$ cat config.mk
export PLATFORM = sky130hd
export DESIGN_NAME = syrup_mem1p_arbiter
export DESIGN_NICKNAME = d
export VERILOG_FILES = /design/src/rtl/syrup_mem1p_arbiter.sv
export SDC_FILE = /design/constraint.sdc
export NUM_CORES = 1
export LEC_CHECK = 0
export BUFFER_PORTS_ARGS = -buffer_cell sky130_fd_sc_hd__buf_2
export CAP_MARGIN = 20
export CORE_AREA = 4 4 140 142
export DETAILED_ROUTE_END_ITERATION = 16
export DIE_AREA = 0 0 144 146
export PLACE_DENSITY = 0.55
export SETUP_SLACK_MARGIN = 0.4
export SKIP_LAST_GASP = 1
export SLEW_MARGIN = 20
export SYNTH_ARGS = -nofsm -noshare
export SYNTH_HDL_FRONTEND = slang
export SYNTH_SLANG_ARGS = --single-unit
$ cat constraint.sdc
create_clock -name CLK -period 3.32 [get_ports CLK]
set_input_delay 0.166 -clock CLK [delete_from_list [all_inputs] [get_ports CLK]]
set_output_delay 0.166 -clock CLK [all_outputs]
set_load 0.05 [all_outputs]
$ cat src/rtl/syrup_mem1p_arbiter.sv
// rtl/syrup_mem1p_arbiter.sv - round-robin arbiter sharing one SyrupMemory1P port among NUM_REQ requesters
// Define SYRUP_ARB_STAT_EN to add the STAT_GRANTS / STAT_CONFLICT counters.
module syrup_mem1p_arbiter #(
  parameter int NUM_REQ     = 4,
  parameter int ADDR_WIDTH  = 20,
  parameter int DATA_WIDTH  = 32,
  parameter int MAX_BURST   = 4,
  parameter int MEM_LATENCY = 1
) (
  input  logic                              CLK,
  input  logic                              RST,
  input  logic [NUM_REQ-1:0]                REQ,
  input  logic [NUM_REQ-1:0]                REQ_WE,
  input  logic [NUM_REQ*ADDR_WIDTH-1:0]     REQ_ADDR,
  input  logic [NUM_REQ*DATA_WIDTH-1:0]     REQ_D,
  input  logic [NUM_REQ*(DATA_WIDTH/8)-1:0] REQ_BE,
  output logic [NUM_REQ-1:0]                GNT,
  output logic [NUM_REQ-1:0]                RVALID,
  output logic [DATA_WIDTH-1:0]             RDATA,
  output logic [ADDR_WIDTH-1:0]             MEM_ADDR,
  output logic [DATA_WIDTH-1:0]             MEM_D,
  output logic [DATA_WIDTH/8-1:0]           MEM_BE,
  output logic                              MEM_WE,
  output logic                              MEM_RE,
  input  logic [DATA_WIDTH-1:0]             MEM_Q
`ifdef SYRUP_ARB_STAT_EN
  ,
  output logic [NUM_REQ*32-1:0]             STAT_GRANTS,
  output logic [31:0]                       STAT_CONFLICT
`endif
);

  localparam int IW   = (NUM_REQ > 1) ? $clog2(NUM_REQ) : 1;
  localparam int BW   = $clog2(MAX_BURST + 1) + 1;
  localparam int BEW  = DATA_WIDTH / 8;
  localparam int NSTG = 1 + MEM_LATENCY;

  logic              owner_valid_q, owner_valid_d;
  logic [IW-1:0]     owner_q, owner_d;
  logic [IW-1:0]     rr_ptr_q, rr_ptr_d;
  logic [BW-1:0]     burst_cnt_q, burst_cnt_d;
  logic [IW-1:0]     gnt_idx;
  logic              accept;
  logic              holding;
  logic              owner_req;
  logic              others;

  logic [ADDR_WIDTH-1:0] mem_addr_q;
  logic [DATA_WIDTH-1:0] mem_d_q;
  logic [BEW-1:0]        mem_be_q;
  logic                  mem_we_q;
  logic                  mem_re_q;
  logic [NUM_REQ-1:0]    tag_q [NSTG];

  // Hold while the burst has budget; a lone owner restarts its burst instead of bubbling.
  always_comb begin
    int idx;
    idx       = 0;
    gnt_idx   = '0;
    accept    = 1'b0;
    holding   = 1'b0;
    owner_req = owner_valid_q & REQ[owner_q];
    others    = 1'b0;
    for (int i = 0; i < NUM_REQ; i++) begin
      if (REQ[i] && (i != int'(owner_q))) others = 1'b1;
    end
    if (owner_req && (int'(burst_cnt_q) < MAX_BURST)) begin
      gnt_idx = owner_q;
      accept  = 1'b1;
      holding = 1'b1;
    end else if (owner_req && !others) begin
      gnt_idx = owner_q;
      accept  = 1'b1;
    end else begin
      for (int k = 0; k < NUM_REQ; k++) begin
        idx = (int'(rr_ptr_q) + k) % NUM_REQ;
        if (!accept && REQ[idx] && !(owner_valid_q && (idx == int'(owner_q)))) begin
          gnt_idx = IW'(idx);
          accept  = 1'b1;
        end
      end
    end
  end

  always_comb begin
    GNT = '0;
    if (accept) GNT[gnt_idx] = 1'b1;
  end

  always_comb begin
    owner_valid_d = accept;
    owner_d       = accept ? gnt_idx : owner_q;
    rr_ptr_d      = rr_ptr_q;
    burst_cnt_d   = '0;
    if (accept) begin
      rr_ptr_d    = (int'(gnt_idx) == NUM_REQ - 1) ? '0 : gnt_idx + 1'b1;
      burst_cnt_d = holding ? burst_cnt_q + 1'b1 : BW'(1);
    end
  end

  always_ff @(posedge CLK) begin
    if (RST) begin
      owner_valid_q <= 1'b0;
      owner_q       <= '0;
      rr_ptr_q      <= '0;
      burst_cnt_q   <= '0;
      mem_addr_q    <= '0;
      mem_d_q       <= '0;
      mem_be_q      <= '0;
      mem_we_q      <= 1'b0;
      mem_re_q      <= 1'b0;
    end else begin
      owner_valid_q <= owner_valid_d;
      owner_q       <= owner_d;
      rr_ptr_q      <= rr_ptr_d;
      burst_cnt_q   <= burst_cnt_d;
      mem_we_q      <= accept & REQ_WE[gnt_idx];
      mem_re_q      <= accept & ~REQ_WE[gnt_idx];
      if (accept) begin
        mem_addr_q <= REQ_ADDR[int'(gnt_idx)*ADDR_WIDTH +: ADDR_WIDTH];
        mem_d_q    <= REQ_D[int'(gnt_idx)*DATA_WIDTH +: DATA_WIDTH];
        mem_be_q   <= REQ_BE[int'(gnt_idx)*BEW +: BEW];
      end
    end
  end

  // One-hot read tags track the command and memory stages so data returns to its issuer.
  always_ff @(posedge CLK) begin
    if (RST) begin
      for (int s = 0; s < NSTG; s++) tag_q[s] <= '0;
    end else begin
      tag_q[0] <= (accept && !REQ_WE[gnt_idx]) ? GNT : '0;
      for (int s = 1; s < NSTG; s++) tag_q[s] <= tag_q[s-1];
    end
  end

  assign RVALID   = tag_q[NSTG-1];
  assign RDATA    = MEM_Q;
  assign MEM_ADDR = mem_addr_q;
  assign MEM_D    = mem_d_q;
  assign MEM_BE   = mem_be_q;
  assign MEM_WE   = mem_we_q;
  assign MEM_RE   = mem_re_q;

`ifdef SYRUP_ARB_STAT_EN
  logic [31:0] grants_q [NUM_REQ];
  logic [31:0] conflict_q;

  always_ff @(posedge CLK) begin
    if (RST) begin
      for (int i = 0; i < NUM_REQ; i++) grants_q[i] <= '0;
      conflict_q <= '0;
    end else begin
      if (accept) grants_q[gnt_idx] <= grants_q[gnt_idx] + 32'd1;
      if ($countones(REQ) >= 2) conflict_q <= conflict_q + 32'd1;
    end
  end

  for (genvar i = 0; i < NUM_REQ; i++) begin : g_stat
    assign STAT_GRANTS[i*32 +: 32] = grants_q[i];
  end
  assign STAT_CONFLICT = conflict_q;
`endif

endmodule
Word-level counts from Yosys, hierarchy flattened --
Memories as Yosys holds them, arrays and structs flattened. Cells that the tools add are included.
Cells by class: add/sub/neg operators 5, multiply operators 1, divide/modulo/power cells 0, $lt $le $gt $ge 8, eq/ne operators 8, shift operators 3, mux-type cells 49, bitwise gates (word level) 11, reductions and logical operators 34
Operators by type and width (count):
- 128-bit by 8-bit variable part select with 32-bit output | 1
- 80-bit by 8-bit variable part select with 20-bit output | 1
- 1-bit 2-to-1 mux | 31
- 1-bit logical AND | 19
- 4-bit 2-to-1 mux | 4
- 16-bit by 5-bit variable part select with 4-bit output | 1
- 2-bit 2-to-1 mux | 7
- 1-bit binary-select mux with 2-bit select | 6
- 3-bit by 4-bit less-than comparator with 1-bit output (second input constant) | 3
- 3-bit equality test | 3
- 1-bit logical NOT | 9
- 2-bit by 3-bit less-than comparator with 1-bit output (second input constant) | 3
- 2-bit OR reduction | 4
- 2-bit by 3-bit multiplier with 5-bit output (second input constant) | 1
- 2-bit by 1-bit adder with 2-bit output (second input constant) | 2
- 2-bit adder (second input constant) | 2
- 4-bit by 1-bit adder with 4-bit output (second input constant) | 1
- 4-bit by 3-bit less-than comparator with 1-bit output (second input constant) | 1
- 2-bit != test (first input constant) | 2
- 1-bit AND | 3
- 1-bit AND (first input constant) | 3
- 1-bit NOT | 3
- 3-bit OR reduction | 1
- 1-bit demux with 2-bit select | 1
- other kinds (6) | 7
Word-level totals: register bits 67, bits in latches 0, memory bits (writable) 8, bits in read-only memories 0, output and inout bits 98, word-level logic and storage cells 130, memories 1
Memory list:
- tag_q | words 2, width 4, rd ports 2, clocked after Yosys merged registers in 0, write ports 2, line 53 | logic [NUM_REQ-1:0] tag_q [NSTG];

Depth between registers and ports, before layout --
Gate-level depths: netlist of run 1.
word-level depth 35, depth in mapped cells 12

Worst setup path before layout of run 1 --
OpenSTA, ideal clock, no wires.
path type register to output, start register rr_ptr_q[1], end output port GNT[2], data arrival time 2.776 ns, setup slack 0.378 ns, stages on the path, launching flop included 11, path buffers 2, cell sequence dfxtp_1 mux4_2 or4_1 a21oi_1 and4_1 o31a_4 inv_2 buf_6 buf_6 ha_1 and2_1
On the way: longest elaborated chain between the ends 30, elaborated cells between the ends (all ways) 66
RTL lines:
- from (decl) | line 40 | logic [IW-1:0] rr_ptr_q, rr_ptr_d;
- from (signal assigned) | line 115 | rr_ptr_q <= rr_ptr_d;
- parallel branches: the longest is 22 deep, another holds 2-bit by 1-bit adder with 2-bit output
- 2-bit 2-to-1 mux * | line 77 | if (!accept && REQ[idx] && !(owner_valid_q && (idx == int'(owner_q)))) begin
- 2-bit 2-to-1 mux * | line 71 | end else if (owner_req && !others) begin
- 2-bit 2-to-1 mux * | line 67 | if (owner_req && (int'(burst_cnt_q) < MAX_BURST)) begin
- via gnt_idx[1] | line 42 | logic [IW-1:0] gnt_idx;
- 2-bit by 3-bit less-than comparator with 1-bit output (implied by the code) / 2-bit by 1-bit greater-or-equal comparator with 1-bit output (equally long branches) | line 87 | if (accept) GNT[gnt_idx] = 1'b1;
- 1-bit logical AND (implied by the code) | line 87
- 1-bit 2-to-1 mux (implied by the code) | line 87
- 1-bit demux with 2-bit select * | line 87
- 4-bit 2-to-1 mux * | line 87
- to (decl) | line 17 | output logic [NUM_REQ-1:0] GNT,
Mark *: on every way through the listed nets, which the timed path passes. The select of a mux whose other input is x is not followed.

Final worst setup path of run 1 --
start register rr_ptr_q[1], end output port GNT[3]
On the way: longest elaborated chain between the ends 30, elaborated cells between the ends (all ways) 66
RTL lines (line):
- parallel branches: the longest is 29 deep, another holds 2-bit by 1-bit adder with 2-bit output
- 4-bit 2-to-1 mux * | 87
Mark *: on every way between the ends. The select of a mux whose other input is x is not followed.

==> results of run 1 <==
cell usage in the layout (no fill, tap or decap), types with 3 or more instances in the layout:
cell type	instances
a2111oi_1	14
buf_6	4
buf_2	295
nor2b_1	7
a2111oi_4	22
ha_4	4
mux2i_1	85
a21oi_1	13
inv_6	3
a2111oi_2	21
nor3b_1	29
mux4_2	3
nor2_1	30
clkbuf_16	11
buf_8	5
buf_12	12
nand2_1	10
dfxtp_1	70
o221ai_1	29
o21ai_0	3
buf_4	45
and3_1	5
and2_4	4
dfxtp_4	3
nand3b_1	29
inv_1	6
bufbuf_16	3
diode_2	3
worst max-delay path by stage:
stage	cells past startpoint	slack [ns]	to
2_1_floorplan	10	0.41	GNT[2]
3_3_place_gp	10	-0.006	MEM_ADDR[14]$_SDFFE_PP0P_
3_5_place_dp	9	-0.02	MEM_ADDR[14]$_SDFFE_PP0P_
4_1_cts	10	0.22	GNT[3]
5_1_grt	10	0.17	GNT[2]
6_report	10	0.23	GNT[3]
per-stage QoR:
step	setup TNS (ns)	power [uW]	setup slack, ns	instance area (um^2)	std cells
floorplan	0	5721	0.4127	5055	526
global placement	-0.005778	7048	-0.005778	6591	1002
detailed placement	-0.02323	7072	-0.02323	6591	1002
CTS	0	9879	0.2153	7730	1049
global route	0	11040	0.1663	8113	1058
finish	0	10510	0.2259	8115	1059
power by group through the flow:
stage | Clock [uW] | Combinational [uW] | Sequential, uW
2_1_floorplan | 0 | 3340 | 2380
3_3_place_gp | 0 | 5600 | 1450
3_5_place_dp | 0 | 5620 | 1460
4_1_cts | 1120 | 7310 | 1450
5_1_grt | 1150 | 8400 | 1490
6_report | 1090 | 7970 | 1450
cell type report:
| cell class | instances | share of cell area (%) |
|---|---|---|
| Inverter | 9 | 0.6938 |
| Antenna cell | 3 | 0.09251 |
| Tap cell | 234 | 3.608 |
| Multi-Input combinational cell | 355 | 44.02 |
| Clock buffer | 9 | 2.775 |
| Sequential cell | 75 | 18.67 |
| Timing Repair Buffer | 367 | 28.95 |
| Clock inverter | 7 | 1.187 |
per-layer routing:
metal	up-vias	wire (um)	global-route usage, %
met2	237	10830	32.89
met5	-	34	0
met4	4	300	5.791
met3	31	1443	3.615
met1	2594	8182	21.80
li1	2598	-	-
sequential cells by signal, summed over array words and instances, names as in the netlist:
name           cells
MEM_ADDR          20
MEM_BE             4
MEM_D             32
MEM_RE             1
MEM_WE             1
burst_cnt_q        4
owner_q            2
owner_valid_q      1
rr_ptr_q           2
tag_q              8
cell families (layout without fill, tap and decap cells):
kind of cell,after synthesis,in the layout
AO/OA/AOI/OAI,123,123
XOR/XNOR,3,3
adder cells (fa/ha/maj),5,5
buffers and inverters,96,392
flip-flops,75,75
multiplexers,90,90
other,1,4
AND/OR/NAND/NOR,133,133
worst reg2reg max path, stage by stage, from the launching register on:
cell and delay, ns:
dfxtp_4 0.37, mux4_2 0.51, or4_4 0.52, a21oi_4 0.18
and4_4 0.25, o31a_4 0.18, inv_8 0.04, buf_4 0.22
buf_8 0.21, buf_4 0.16, a2111oi_1 0.32
timing repair:
item,4_1_cts,5_1_grt
hold endpoints to repair,0,0
pin swaps,15,7
setup endpoints to repair,57,68
gates cloned,4,2
buffers inserted,27,5
hold buffers,0,0
resized for setup,119,36
==> results.md, run 1 <==
- Unique masters post-synth: 57
- Setup violators final: 0
- CTS tree: yes
- Largest net degree at the start of global routing: 37
- Outcome: finished, final reports clean
- Synth Area in Compound Gates: 21.35%
- DR vias: 5464
- Wirelength per Cell: 19.63 um
- CP cell instances: mux4_2 -> or4_4 -> a21oi_4 -> and4_4 -> o31a_4 -> inv_8 -> buf_12 -> ha_4 -> and2_4 -> buf_8
- Worst hold-check path type: in2reg
- Hold path depth: 3
- Vias in the first global route: 5582
- Mux contribution to synthesized area: 18.60%
- I/O pin count: 364
- Root Driver: clkbuf_16
- Net Switching: 5081 uW
- Post-synthesis simple-gate area fraction: 16.12%
- Clock power frac: 10.4%
- I/O Buffers: 299
- Cell Pwr Density: 1295 nW/um^2
- Tot GR Track Use: 18.38%
- Max-cap viol count: 0
- P&R area growth vs syn: 60.62%
- Core Area: 18460 um^2
- Initial antenna violation count: 5
- GP Congestion: 0.8859
- EDFF count, synth: 0
- Most frequent cell after synthesis: mux2i_1
- Hold slack: 0.1237 ns
- Post-synth top area cell: dfxtp_1
- Cells after synthesis: 526
- Post-synthesis register bit count: 75
- FF-to-FF setup slack: 0.27 ns
- Hold EP: MEM_ADDR[15]$_SDFFE_PP0P_
- Fin. max-slew vios: 0
- Share of cells above drive strength 1: 56.33%
- Cell area after synthesis: 5052 um^2
- Worst Path Required: 3.15 ns
- Largest family of logic cells by synthesized area: compound AO/OA/AOI/OAI gates
- 1st-iter DRT viols: 193
- RR Startpoint: rr_ptr_q[1]$_SDFFE_PP0P_
- Fillers: 1786
- Fmax: 323.2 MHz
- CTS H-tree depth: 3
- Reg clk slew, reported paths: 0.06 ns
- Initial DRT Pass Iterations: 5
- Row cnt: 50
- Max-slew headroom: 59.26%
- Flop pwr share: 13.8%
- Skew-Pair Late Insertion Delay: 0.34 ns
- Critical path startpoint: rr_ptr_q[1]$_SDFFE_PP0P_
- Crit path arrival time: 2.93 ns
- CTS Sinks: 75
- Slowest stage cell, crit path: or4_4
- Worst path bufs/invs: 3
- Ranking of synthesized cells by area: dfxtp_1, mux2i_1, buf_4, a2111oi_1, o221ai_1
- Worst Setup Start Kind: flop
- Gr ovfl total: 0
- Via density: 5.160
- Syn nets: 797
- Comb pwr share: 75.8%
- RSZ-0062 raised after global routing: yes
- Net Sw Frac: 48.34%
- DP HPWL: 14000 um
- Seq/Total Area, Yosys: 29.72%
- Pint: 5429 uW
- Number of CTS-inserted buffers: 9
- Crit path max-delay family: simple AND/OR/NAND/NOR gates
- Die width: 144 um
- Peak supply drop: 0.4354 mV
- CP endpoint kind: primary output
- Post-Synth XOR/XNOR Area: 0.5201%
- Area of the multi-input gates: 3572 um^2
- Fin nets: 1088
- Post-synthesis adder-cell area fraction: 1.238%
- Clock skew: 0.005528 ns
- Synth top area share: 29.72%
- Ys flop type: dfxtp_1
- FF/Latch Area: 1515 um^2
- Tcrit/Tclk final: 93.20%
- Total die area: 21020 um^2
- Post-synth top cells: mux2i_1, dfxtp_1, buf_4, nor2_1, nor3b_1
- Max stage delay on crit path: 0.52 ns
- Detail Route Antenna Nets: 0
- Crit path max fanout: 5
- Fraction of registers with async set or reset after synthesis: 0%
- Die height: 146 um
- Worst r2r dst: MEM_BE[0]$_SDFFE_PP0P_
- DRC Markers: 0
- Final Core Density: 43.97%
- Initial Util: 27.38%
- Syn_area_per_cell: 9.605 um^2
- Hold_sp: REQ_ADDR[35]
- Worst Tran Pin Value: 0.6068 ns
- Worst r2r path cells: 10
- First-pass GRT wire length: 30470 um
- Total wire length: 20790 um
- Maximum clock path buffer count: 2
- Fin crit period: 3.094 ns
- Final hold viol count: 0
- Crit Path Class: reg2out
- Leak: 0.003684 uW
- Yosys warning count: 0
No activity file was read; power rests on OpenSTA's default activity.
==> run 2, diff against run 1 <==
Settings changed: HOLD_SLACK_MARGIN set to 0.15, MAX_ROUTING_LAYER set to met4.
==> results.md, run 2 (synthesized netlist as in run 1, its figures left out) <==
- Initial Util: 27.38% (unchanged)
- DP Area: 6604 um^2 (+0.19%)
- 1st-iter DRT viols: 272 (+41%)
- Leak: 0.003931 uW (+6.7%)
- Via density: 5.163 (about the same)
- Pre-CTS setup slack: -0.04048 ns (-0.01725 ns)
- Max FFs per register: 32 (unchanged)
- CP cell instances: mux4_2 -> or4_4 -> a21oi_4 -> and4_4 -> o31a_4 -> inv_8 -> buf_12 -> ha_2 -> and2_4 -> buf_8
- DR vias: 5855 (+7.2%)
- DRC Markers: 0 (unchanged)
- Largest net degree at the start of global routing: 36 (-2.7%)
- Initial antenna violation count: 1 (-4)
- Most frequent cells in the layout: buf_2, mux2i_1, dfxtp_1, dlygate4sd3_1, buf_4
- Total wire length: 22070 um (+6.2%)
- Met3 wire length: 1461 um (+1.2%)
- Final worst slack: 0.2725 ns (+0.04658 ns)
- Slowest stage cell, crit path: mux4_2
- CP endpoint kind: primary output
- Detail Route Antenna Nets: 0 (unchanged)
- Initial DRT Pass Iterations: 5 (unchanged)
- Reg clk slew, reported paths: 0.07 ns (about the same)
- Worst Setup Start Kind: flop
- P&R area growth vs syn: 68.95%
- Total power: 9917 uW (-5.6%)
- Tot GR Track Use: 19.63% (+1.2 points)
- Worst Path Required: 3.15 ns (about the same)
- CTS tree: yes
- Final hold viol count: 0 (unchanged)
- Clock skew: 0.008217 ns (+0.002689 ns)
- Outcome: finished, final reports clean
- Final Cell Area: 8536 um^2 (+5.2%)
- Fin. max-slew vios: 0 (unchanged)
- Top routing layer in use: met4
- Maximum clock path buffer count: 2 (unchanged)
- GP Congestion: 0.8438 (-4.8%)
- Crit path max fanout: 4 (-1)
- CTS Sinks: 75 (unchanged)
- Crit path arrival time: 2.88 ns (-0.05 ns)
- Wirelength per Cell: 19.46 um (-0.86%)
- FF-to-FF setup slack: 0.37 ns (+0.10 ns)
- Die width: 144 um (unchanged)
- Tcrit/Tclk final: 91.79% (-1.4 points)
- Root Driver: clkbuf_16
- First-pass GRT wire length: 31940 um (+4.8%)
- Cell Pwr Density: 1162 nW/um^2 (-10%)
- Gr ovfl total: 0 (unchanged)
- Share of cells above drive strength 1: 51.78% (-4.5 points)
- Row cnt: 50 (unchanged)
- Fmax: 328.1 MHz (+1.5%)
- Wire length on met2: 11350 um (+4.8%)
- Core Area: 18460 um^2 (unchanged)
- Max stage delay on crit path: 0.53 ns (about the same)
- Fin crit period: 3.048 ns (-0.04658 ns)
- Skew-Pair Late Insertion Delay: 0.35 ns (about the same)
- Met1 WL: 8614 um (+5.3%)
- Vias in the first global route: 5941 (+6.4%)
- Max-slew headroom: 60.55% (+1.3 points)
- I/O pin count: 364 (unchanged)
- DP HPWL: 14060 um (+0.42%)
- CTS H-tree depth: 3 (unchanged)
- Hold slack: 0.1487 ns (+0.02505 ns)
- Fin nets: 1164 (+7.0%)
- RSZ-0062 raised after global routing: yes
- Worst Tran Pin Value: 0.5917 ns (-0.01510 ns)
- Peak supply drop: 0.5296 mV (+22%)
- Die height: 146 um (unchanged)
- Setup violators final: 0 (unchanged)
- Most common cell after layout, fill and taps aside: buf_2
- Total die area: 21020 um^2 (unchanged)
- I/O Buffers: 299 (unchanged)
- Max-cap viol count: 0 (unchanged)
- Number of CTS-inserted buffers: 9 (unchanged)
- Crit Path Class: reg2out
- Worst hold-check path type: in2reg
run 2: worst paths after layout:
| kind | start | depth (start not counted) | end |
|---|---|---|---|
| worst min-delay path | REQ_D[79] | 3 | MEM_D[15]$_SDFFE_PP0P_ |
| worst min register to register | burst_cnt_q[0]$_SDFF_PP0_ | 1 | burst_cnt_q[0]$_SDFF_PP0_ |
| worst max register to register | owner_q[1]$_SDFFE_PP0P_ | 12 | MEM_D[31]$_SDFFE_PP0P_ |
| worst max-delay path | rr_ptr_q[1]$_SDFFE_PP0P_ | 10 | GNT[3] |
run 2: area by class of cell:
type | instances | area [um^2]
antenna | 2 | 5.005
clock buffer | 11 | 252.7
clock inverter | 5 | 35.03
fill | 1702 | 9920
inverter | 9 | 56.30
multi-input combinational | 356 | 3318
sequential | 75 | 1515
tap | 234 | 292.8
timing repair buffer | 442 | 3060
run 2: power breakdown:
part / switching, uW / total (uW) / internal (uW)
combinational: 4210 / 7480 / 3260
clock: 432 / 983 / 551
sequential: 189 / 1460 / 1270
run 2: worst max-delay path, delay by kind of cell, from the launching register on:
family,cells,cell delay (ns)
adder cells (fa/ha/maj),1,0.17
buffers and inverters,3,0.32
multiplexers,1,0.53
AND/OR/NAND/NOR,3,0.83
flip-flops,1,0.35
AO/OA/AOI/OAI,2,0.34
run 2: timing repair:
action                                  CTS  global route
pin swaps                                13            23
resized for setup                        55            71
endpoints found under the setup margin   61            66
cloned                                    1             6
hold buffers                             70             0
buffers inserted                         22            15
hold endpoints to repair                 23             0
run 2: metrics by stage:
step                      util (%)  instances  setup TNS (ns)
after detailed placement     35.78       1002        -0.07409
after global routing         46.24       1133               0
final                        46.25       1134               0
after floorplan                  -        526               0
after global placement       35.78       1002        -0.03874
after CTS                    43.41       1111               0
run 2: layer usage:
metal / vias up / GRT usage (%)
met5: - / -
li1: 2754 / -
met3: 54 / 3.648
met2: 282 / 33.22
met1: 2765 / 22.94
met4: 0 / 7.250
